`src/rtl/drp_multi_arbiter.sv`:
```
// ============================================================================
// Module   : drp_multi_arbiter
// Purpose  : Per-GT-channel DRP arbiter. Each channel queues one request per
//            master, grants round-robin, and holds the grant until the GT
//            returns drprdy or a timeout aborts the transaction.
// Options  : `define DRP_ARB_STATS_EN enables the trans_cnt_o / tmo_cnt_o
//            counters; without it those ports are tied to zero.
// Revision : 1.0 - initial release
// ============================================================================
`default_nettype none

module drp_multi_arbiter #(
  parameter int N_CHANNELS     = 2,
  parameter int N_MASTERS      = 2,
  parameter int ADDR_W         = 9,
  parameter int DATA_W         = 16,
  parameter int TIMEOUT_CYCLES = 1023
) (
  input  logic                                  clk_sys_i,
  input  logic                                  rst_n_i,
  input  logic [N_CHANNELS*N_MASTERS-1:0]        m_drpen_i,
  input  logic [N_CHANNELS*N_MASTERS-1:0]        m_drpwe_i,
  input  logic [N_CHANNELS*N_MASTERS*ADDR_W-1:0] m_drpaddr_i,
  input  logic [N_CHANNELS*N_MASTERS*DATA_W-1:0] m_drpdi_i,
  output logic [N_CHANNELS*N_MASTERS-1:0]        m_drprdy_o,
  output logic [N_CHANNELS*N_MASTERS*DATA_W-1:0] m_drpdo_o,
  output logic [N_CHANNELS-1:0]                  gt_drpen_o,
  output logic [N_CHANNELS-1:0]                  gt_drpwe_o,
  output logic [N_CHANNELS*ADDR_W-1:0]           gt_drpaddr_o,
  output logic [N_CHANNELS*DATA_W-1:0]           gt_drpdi_o,
  input  logic [N_CHANNELS-1:0]                  gt_drprdy_i,
  input  logic [N_CHANNELS*DATA_W-1:0]           gt_drpdo_i,
  output logic [N_CHANNELS-1:0]                  busy_o,
  output logic [N_CHANNELS-1:0]                  timeout_o,
  output logic [N_CHANNELS*2-1:0]                err_sticky_o,
  output logic [N_CHANNELS*16-1:0]               trans_cnt_o,
  output logic [N_CHANNELS*8-1:0]                tmo_cnt_o
);

  localparam int              PTR_W    = (N_MASTERS > 1) ? $clog2(N_MASTERS) : 1;
  localparam logic [PTR_W-1:0] PTR_LAST = PTR_W'(N_MASTERS - 1);
  localparam logic [15:0]     TMO_LAST = 16'(TIMEOUT_CYCLES - 1);

  typedef enum logic [0:0] {
    ST_IDLE = 1'b0,
    ST_WAIT = 1'b1
  } state_t;

  generate
    for (genvar c = 0; c < N_CHANNELS; c++) begin : g_chan

      state_t                state;
      state_t                state_nxt;
      logic [N_MASTERS-1:0]  strobe;
      logic [N_MASTERS-1:0]  pend;
      logic [N_MASTERS-1:0]  ovf_hit;
      logic [N_MASTERS-1:0]  req_we;
      logic [ADDR_W-1:0]     req_addr [N_MASTERS];
      logic [DATA_W-1:0]     req_di   [N_MASTERS];
      logic [PTR_W-1:0]      ptr;
      logic [PTR_W-1:0]      sel;
      logic                  found;
      logic                  issue;
      logic                  done_rdy;
      logic                  done_tmo;
      logic [15:0]           tmo_cnt;
      logic                  en_q;
      logic                  we_q;
      logic [ADDR_W-1:0]     addr_q;
      logic [DATA_W-1:0]     di_q;
      logic                  timeout_q;
      logic                  err_tmo;
      logic                  err_ovf;
      logic [DATA_W-1:0]     gt_do;

      assign strobe = m_drpen_i[c*N_MASTERS +: N_MASTERS];
      assign gt_do  = gt_drpdo_i[c*DATA_W +: DATA_W];

      // Per-master request slot and completion outputs
      for (genvar m = 0; m < N_MASTERS; m++) begin : g_mst
        localparam int S = c*N_MASTERS + m;

        logic              pend_r;
        logic              we_r;
        logic [ADDR_W-1:0] addr_r;
        logic [DATA_W-1:0] di_r;
        logic              rdy_r;
        logic [DATA_W-1:0] do_r;
        logic              hit;

        assign hit        = (ptr == PTR_W'(m));
        assign ovf_hit[m] = strobe[m] & pend_r;

        // Capture a request into the free slot; retire it and answer the master on completion
        always_ff @(posedge clk_sys_i) begin
          if (!rst_n_i) begin
            pend_r <= 1'b0;
            we_r   <= 1'b0;
            addr_r <= '0;
            di_r   <= '0;
            rdy_r  <= 1'b0;
            do_r   <= '0;
          end else begin
            rdy_r <= 1'b0;
            if (hit && (done_rdy || done_tmo)) begin
              pend_r <= 1'b0;
              rdy_r  <= 1'b1;
              do_r   <= done_rdy ? gt_do : '0;
            end
            // A strobe into an occupied slot is dropped; the first request stays
            if (strobe[m] && !pend_r) begin
              pend_r <= 1'b1;
              we_r   <= m_drpwe_i[S];
              addr_r <= m_drpaddr_i[S*ADDR_W +: ADDR_W];
              di_r   <= m_drpdi_i[S*DATA_W +: DATA_W];
            end
          end
        end

        assign pend[m]     = pend_r;
        assign req_we[m]   = we_r;
        assign req_addr[m] = addr_r;
        assign req_di[m]   = di_r;

        assign m_drprdy_o[S]                  = rdy_r;
        assign m_drpdo_o[S*DATA_W +: DATA_W]  = do_r;
      end

      // Round-robin search: first pending master after the last granted one, with wrap
      always_comb begin
        logic [PTR_W-1:0] idx;
        found = 1'b0;
        sel   = ptr;
        idx   = ptr;
        for (int i = 0; i < N_MASTERS; i++) begin
          idx = (idx == PTR_LAST) ? '0 : idx + PTR_W'(1);
          if (!found && pend[idx]) begin
            found = 1'b1;
            sel   = idx;
          end
        end
      end

      // FSM state register
      always_ff @(posedge clk_sys_i) begin
        if (!rst_n_i) begin
          state <= ST_IDLE;
        end else begin
          state <= state_nxt;
        end
      end

      // FSM next state and transaction events; GT rdy wins over a same-cycle timeout
      always_comb begin
        state_nxt = state;
        issue     = 1'b0;
        done_rdy  = 1'b0;
        done_tmo  = 1'b0;
        case (state)
          ST_IDLE: begin
            if (found) begin
              issue     = 1'b1;
              state_nxt = ST_WAIT;
            end
          end
          ST_WAIT: begin
            if (gt_drprdy_i[c]) begin
              done_rdy  = 1'b1;
              state_nxt = ST_IDLE;
            end else if (tmo_cnt == TMO_LAST) begin
              done_tmo  = 1'b1;
              state_nxt = ST_IDLE;
            end
          end
          default: state_nxt = ST_IDLE;
        endcase
      end

      // GT-side outputs, grant pointer, timeout counter and sticky errors
      always_ff @(posedge clk_sys_i) begin
        if (!rst_n_i) begin
          en_q      <= 1'b0;
          we_q      <= 1'b0;
          addr_q    <= '0;
          di_q      <= '0;
          ptr       <= PTR_LAST;
          tmo_cnt   <= '0;
          timeout_q <= 1'b0;
          err_tmo   <= 1'b0;
          err_ovf   <= 1'b0;
        end else begin
          en_q      <= issue;
          timeout_q <= done_tmo;
          if (issue) begin
            we_q    <= req_we[sel];
            addr_q  <= req_addr[sel];
            di_q    <= req_di[sel];
            ptr     <= sel;
            tmo_cnt <= '0;
          end else if (state == ST_WAIT) begin
            tmo_cnt <= tmo_cnt + 16'd1;
          end
          if (done_tmo) begin
            err_tmo <= 1'b1;
          end
          if (|ovf_hit) begin
            err_ovf <= 1'b1;
          end
        end
      end

      assign gt_drpen_o[c]                   = en_q;
      assign gt_drpwe_o[c]                   = we_q;
      assign gt_drpaddr_o[c*ADDR_W +: ADDR_W] = addr_q;
      assign gt_drpdi_o[c*DATA_W +: DATA_W]   = di_q;
      assign busy_o[c]                       = (state == ST_WAIT);
      assign timeout_o[c]                    = timeout_q;
      assign err_sticky_o[c*2 +: 2]          = {err_ovf, err_tmo};

`ifdef DRP_ARB_STATS_EN
      logic [15:0] trans_q;
      logic [7:0]  tmoc_q;

      // Completion counter wraps; timeout counter saturates
      always_ff @(posedge clk_sys_i) begin
        if (!rst_n_i) begin
          trans_q <= '0;
          tmoc_q  <= '0;
        end else begin
          if (done_rdy || done_tmo) begin
            trans_q <= trans_q + 16'd1;
          end
          if (done_tmo && (tmoc_q != 8'hFF)) begin
            tmoc_q <= tmoc_q + 8'd1;
          end
        end
      end

      assign trans_cnt_o[c*16 +: 16] = trans_q;
      assign tmo_cnt_o[c*8 +: 8]     = tmoc_q;
`else
      assign trans_cnt_o[c*16 +: 16] = '0;
      assign tmo_cnt_o[c*8 +: 8]     = '0;
`endif

    end
  endgenerate

endmodule

`default_nettype wire
```
`config.mk`:
```
export PLATFORM = sky130hd
export DESIGN_NAME = drp_multi_arbiter
export DESIGN_NICKNAME = d
export VERILOG_FILES = /design/src/rtl/drp_multi_arbiter.sv
export SDC_FILE = /design/constraint.sdc
export NUM_CORES = 1
export LEC_CHECK = 0
export BUFFER_PORTS_ARGS = -buffer_cell sky130_fd_sc_hd__buf_2
export CELL_PAD_IN_SITES_DETAIL_PLACEMENT = 1
export CELL_PAD_IN_SITES_GLOBAL_PLACEMENT = 1
export CORE_ASPECT_RATIO = 1.2
export CORE_UTILIZATION = 41
export CTS_CLUSTER_SIZE = 28
export DETAILED_ROUTE_END_ITERATION = 10
export GPL_TIMING_DRIVEN = 0
export PLACE_DENSITY = 0.95
export SLEW_MARGIN = 5
export SYNTH_ARGS = -nofsm -noshare
export SYNTH_HDL_FRONTEND = slang
export SYNTH_SLANG_ARGS = --single-unit
```
`constraint.sdc`:
```
create_clock -name clk_sys_i -period 3.38 [get_ports clk_sys_i]
set_input_delay 0.676 -clock clk_sys_i [delete_from_list [all_inputs] [get_ports clk_sys_i]]
set_output_delay 0.676 -clock clk_sys_i [all_outputs]
set_load 0.02 [all_outputs]
```
==> impl_metrics.json <==
{
  "drtIter0Drc": 497,
  "multi_input_area_mm2": 0.00435,
  "layout-drive-gt1-share_pct": 26.2,
  "pwr_density_cell_mw_per_mm2": 607,
  "tns_ns": 0,
  "run_status": "finished, final reports clean",
  "wl_per_cell_um": 18.6,
  "routed_via_density": 5.29,
  "pre_cts_slack_ns": 0.284,
  "wl_um": 34500,
  "cts_tree": "done",
  "cts_buffers": 28,
  "instances_no_fill": 1851,
  "min_period_ns": 2.56,
  "ys.flop_type": "dfxtp_1",
  "clock_latency_ns": 0.54,
  "finalSetupViolCount": 0,
  "max_slew.worst_pin.slew_ns": 0.847,
  "portBuffers": 271,
  "crit_path_max_fanout": 10,
  "startpoint_type": "primary input",
  "hpwl_um": 24800,
  "ios": 322,
  "fin_crit_sh_pct": 75.6,
  "syn2layout_area_growth_pct": 27.3,
  "grt_use_total_pct": 25.2,
  "yosysSeqAreaShare_pct": 52.1,
  "grt_max_degree": 14,
  "finalWeightedCongestion": 0.820,
  "die-area_mm2": 0.0262,
  "cts-resized-gates": 0,
  "routed.top_layer": "met4",
  "finClkSkew_ns": 0.0170,
  "yosysMostFrequentCell": "nand2_1",
  "end_kind": "register",
  "die_h_um": 177,
  "hp-class": "primary input to register",
  "final_cell_area_mm2": 0.0133,
  "num_vias": 9788,
  "grt_first_pass_wirelength_um": 52700,
  "root_buffer": "clkbuf_16",
  "crit_required_ns": 3.85,
  "num_rows": 63,
  "holdPathStages": 3,
  "path_clk_slew_ns": 0.06,
  "synthDistinctLibCells": 49,
  "dp.cells": 1795,
  "synthTopCellsByCount": "nand2_1, dfxtp_1, a21oi_1",
  "wl_met1_um": 13100,
  "finalMaxSlewViolations": 0,
  "rsz0062_at_grt": "no",
  "antenna_found_initial": 5,
  "start_util_pct": 42.0,
  "wl_met3_um": 1950,
  "fp.coreArea_mm2": 0.0249,
  "reg2reg_depth": 7,
  "clk_path_buf_depth": 3,
  "grt_pass1_vias": 10294,
  "synth_cells": 1152,
  "drc_errors": 0,
  "ctsHoldBuffers": 0,
  "grt-ovfl-total": 0,
  "yosysWarnings": 0,
  "yosysTopAreaCell": "dfxtp_1",
  "drv_cap": 0,
  "yosysTopAreaCellShare_pct": 52.1,
  "place_area_mm2": 0.0124,
  "ys_ff_latch": 272,
  "syn_area_mm2": 0.0105,
  "total_power_mw": 8.08,
  "synth_area_per_cell_um2": 9.08,
  "clock.fmax_mhz": 391,
  "ctsHtreeMaxLevel": 1,
  "firstDrtPassIters": 5,
  "setup_slack_ns": 0.824,
  "fillers": 3017,
  "seqCellArea_mm2": 0.00545,
  "slew_headroom_pct": 43.5,
  "final_nets": 1648,
  "leakage_nw": 5.79,
  "drtAntennaViolNets": 0,
  "async_flop_share_pct": 0,
  "dieWidth_um": 148,
  "cp.arrival_ns": 3.03,
  "cts_num_sinks": 272,
  "synth_area_leaders": "dfxtp_1, nand2_1, a32o_1",
  "critPathKind": "primary input to register",
  "hold_viol_final": 0,
  "synth_edf_count": 0,
  "vdd_drop_max_mv": 0.455,
  "cts_post_setup_buffers_inserted": 0,
  "met2WireLength_um": 18000
}
registers in the layout, indices dropped and copies added, names as in the netlist, 4 cells and up:
| signal | count |
|---|---|
| g_chan.tmo_cnt | 32 |
| g_chan.addr_q | 18 |
| g_chan.g_mst.pend_r | 4 |
| g_chan.g_mst.we_r | 4 |
| g_chan.g_mst.di_r | 64 |
| g_chan.g_mst.addr_r | 36 |
| g_chan.g_mst.rdy_r | 4 |
| g_chan.di_q | 32 |
| g_chan.g_mst.do_r | 64 |
power by group:
part | leakage, nW | internal [mW] | total, mW | switching, mW
sequential | 2.22 | 3.44 | 3.59 | 0.154
combinational | 3.13 | 0.514 | 1.45 | 0.934
clock | 0.446 | 1.78 | 3.04 | 1.26
per-layer routing:
| metal | GRT usage [%] | vias up |
|---|---|---|
| met5 | 0 | - |
| met4 | 12.1 | 0 |
| met3 | 4.28 | 103 |
| met2 | 47.4 | 369 |
| met1 | 27.1 | 4753 |
| li1 | - | 4563 |
layout by cell type (no fill, tap or decap), types with 6 or more instances in the layout:
master | synthesis | layout
o21ai_0 | 61 | 61
conb_1 | 1 | 48
buf_4 | 64 | 64
clkbuf_8 | 0 | 6
buf_2 | 8 | 279
or3_1 | 7 | 7
nor2_1 | 36 | 36
xor2_1 | 11 | 11
nand2_1 | 281 | 281
a32o_1 | 64 | 64
inv_1 | 9 | 9
buf_1 | 11 | 11
xnor2_1 | 11 | 11
nand4_1 | 11 | 11
and3_1 | 6 | 6
nor2b_1 | 7 | 7
a21oi_1 | 112 | 112
nand3_1 | 8 | 8
dfxtp_1 | 272 | 272
nand2b_1 | 6 | 6
clkbuf_1 | 60 | 70
clkbuf_16 | 0 | 29
mux2i_1 | 52 | 52
worst paths after layout:
check	from	end	slack, ns
worst max-delay path	rst_n_i	g_chan[0].tmo_cnt[11]$_SDFFE_PP0P_	0.82
worst min-delay path	m_drpaddr_i[26]	g_chan[1].g_mst[0].addr_r[8]$_SDFFE_PN0P_	0.38
worst max register to register	g_chan[1].tmo_cnt[0]$_SDFFE_PP0P_	g_chan[1].g_mst[0].do_r[10]$_SDFFE_PN0P_	0.88
worst min register to register	g_chan[1].g_mst[1].di_r[12]$_SDFFE_PN0P_	g_chan[1].g_mst[1].di_r[12]$_SDFFE_PN0P_	0.45
area by class of cell:
class                           count  share of cell area [%]
Clock buffer                       45                    6.35
Tap cell                          325                    3.05
Inverter                            9                   0.254
Buffer                            145                    6.08
Sequential cell                   272                    40.9
Antenna cell                        5                  0.0940
Timing Repair Buffer              271                    10.2
Multi-Input combinational cell    773                    32.7
Clock inverter                      6                   0.413
kinds of logic after synthesis:
kind of cell               synth area share, %
AOI/OAI and AO/OA                         16.3
xor gates and xnor gates                  1.84
adders and majority gates                0.478
buffers and inverters                     8.06
DFF                                       52.1
muxes                                     4.98
other                                   0.0358
and+or+nand+nor                           16.2
through the flow:
step | utilization (%) | hold WS (ns)
final | 53.5 | 0.377
after global routing | 53.5 | 0.371
after CTS | 53.4 | 0.358
after detailed placement | 49.8 | 0.443
after global placement | 49.8 | 0.430
after floorplan | - | 0.426
critical path: stages:
cell and delay (ns):
buf_2 0.26, inv_1 0.19, buf_1 0.41, nor2_1 0.72
clkbuf_1 0.49, o211ai_1 0.18, nand2_1 0.09
No activity file was read; power rests on OpenSTA's default activity.
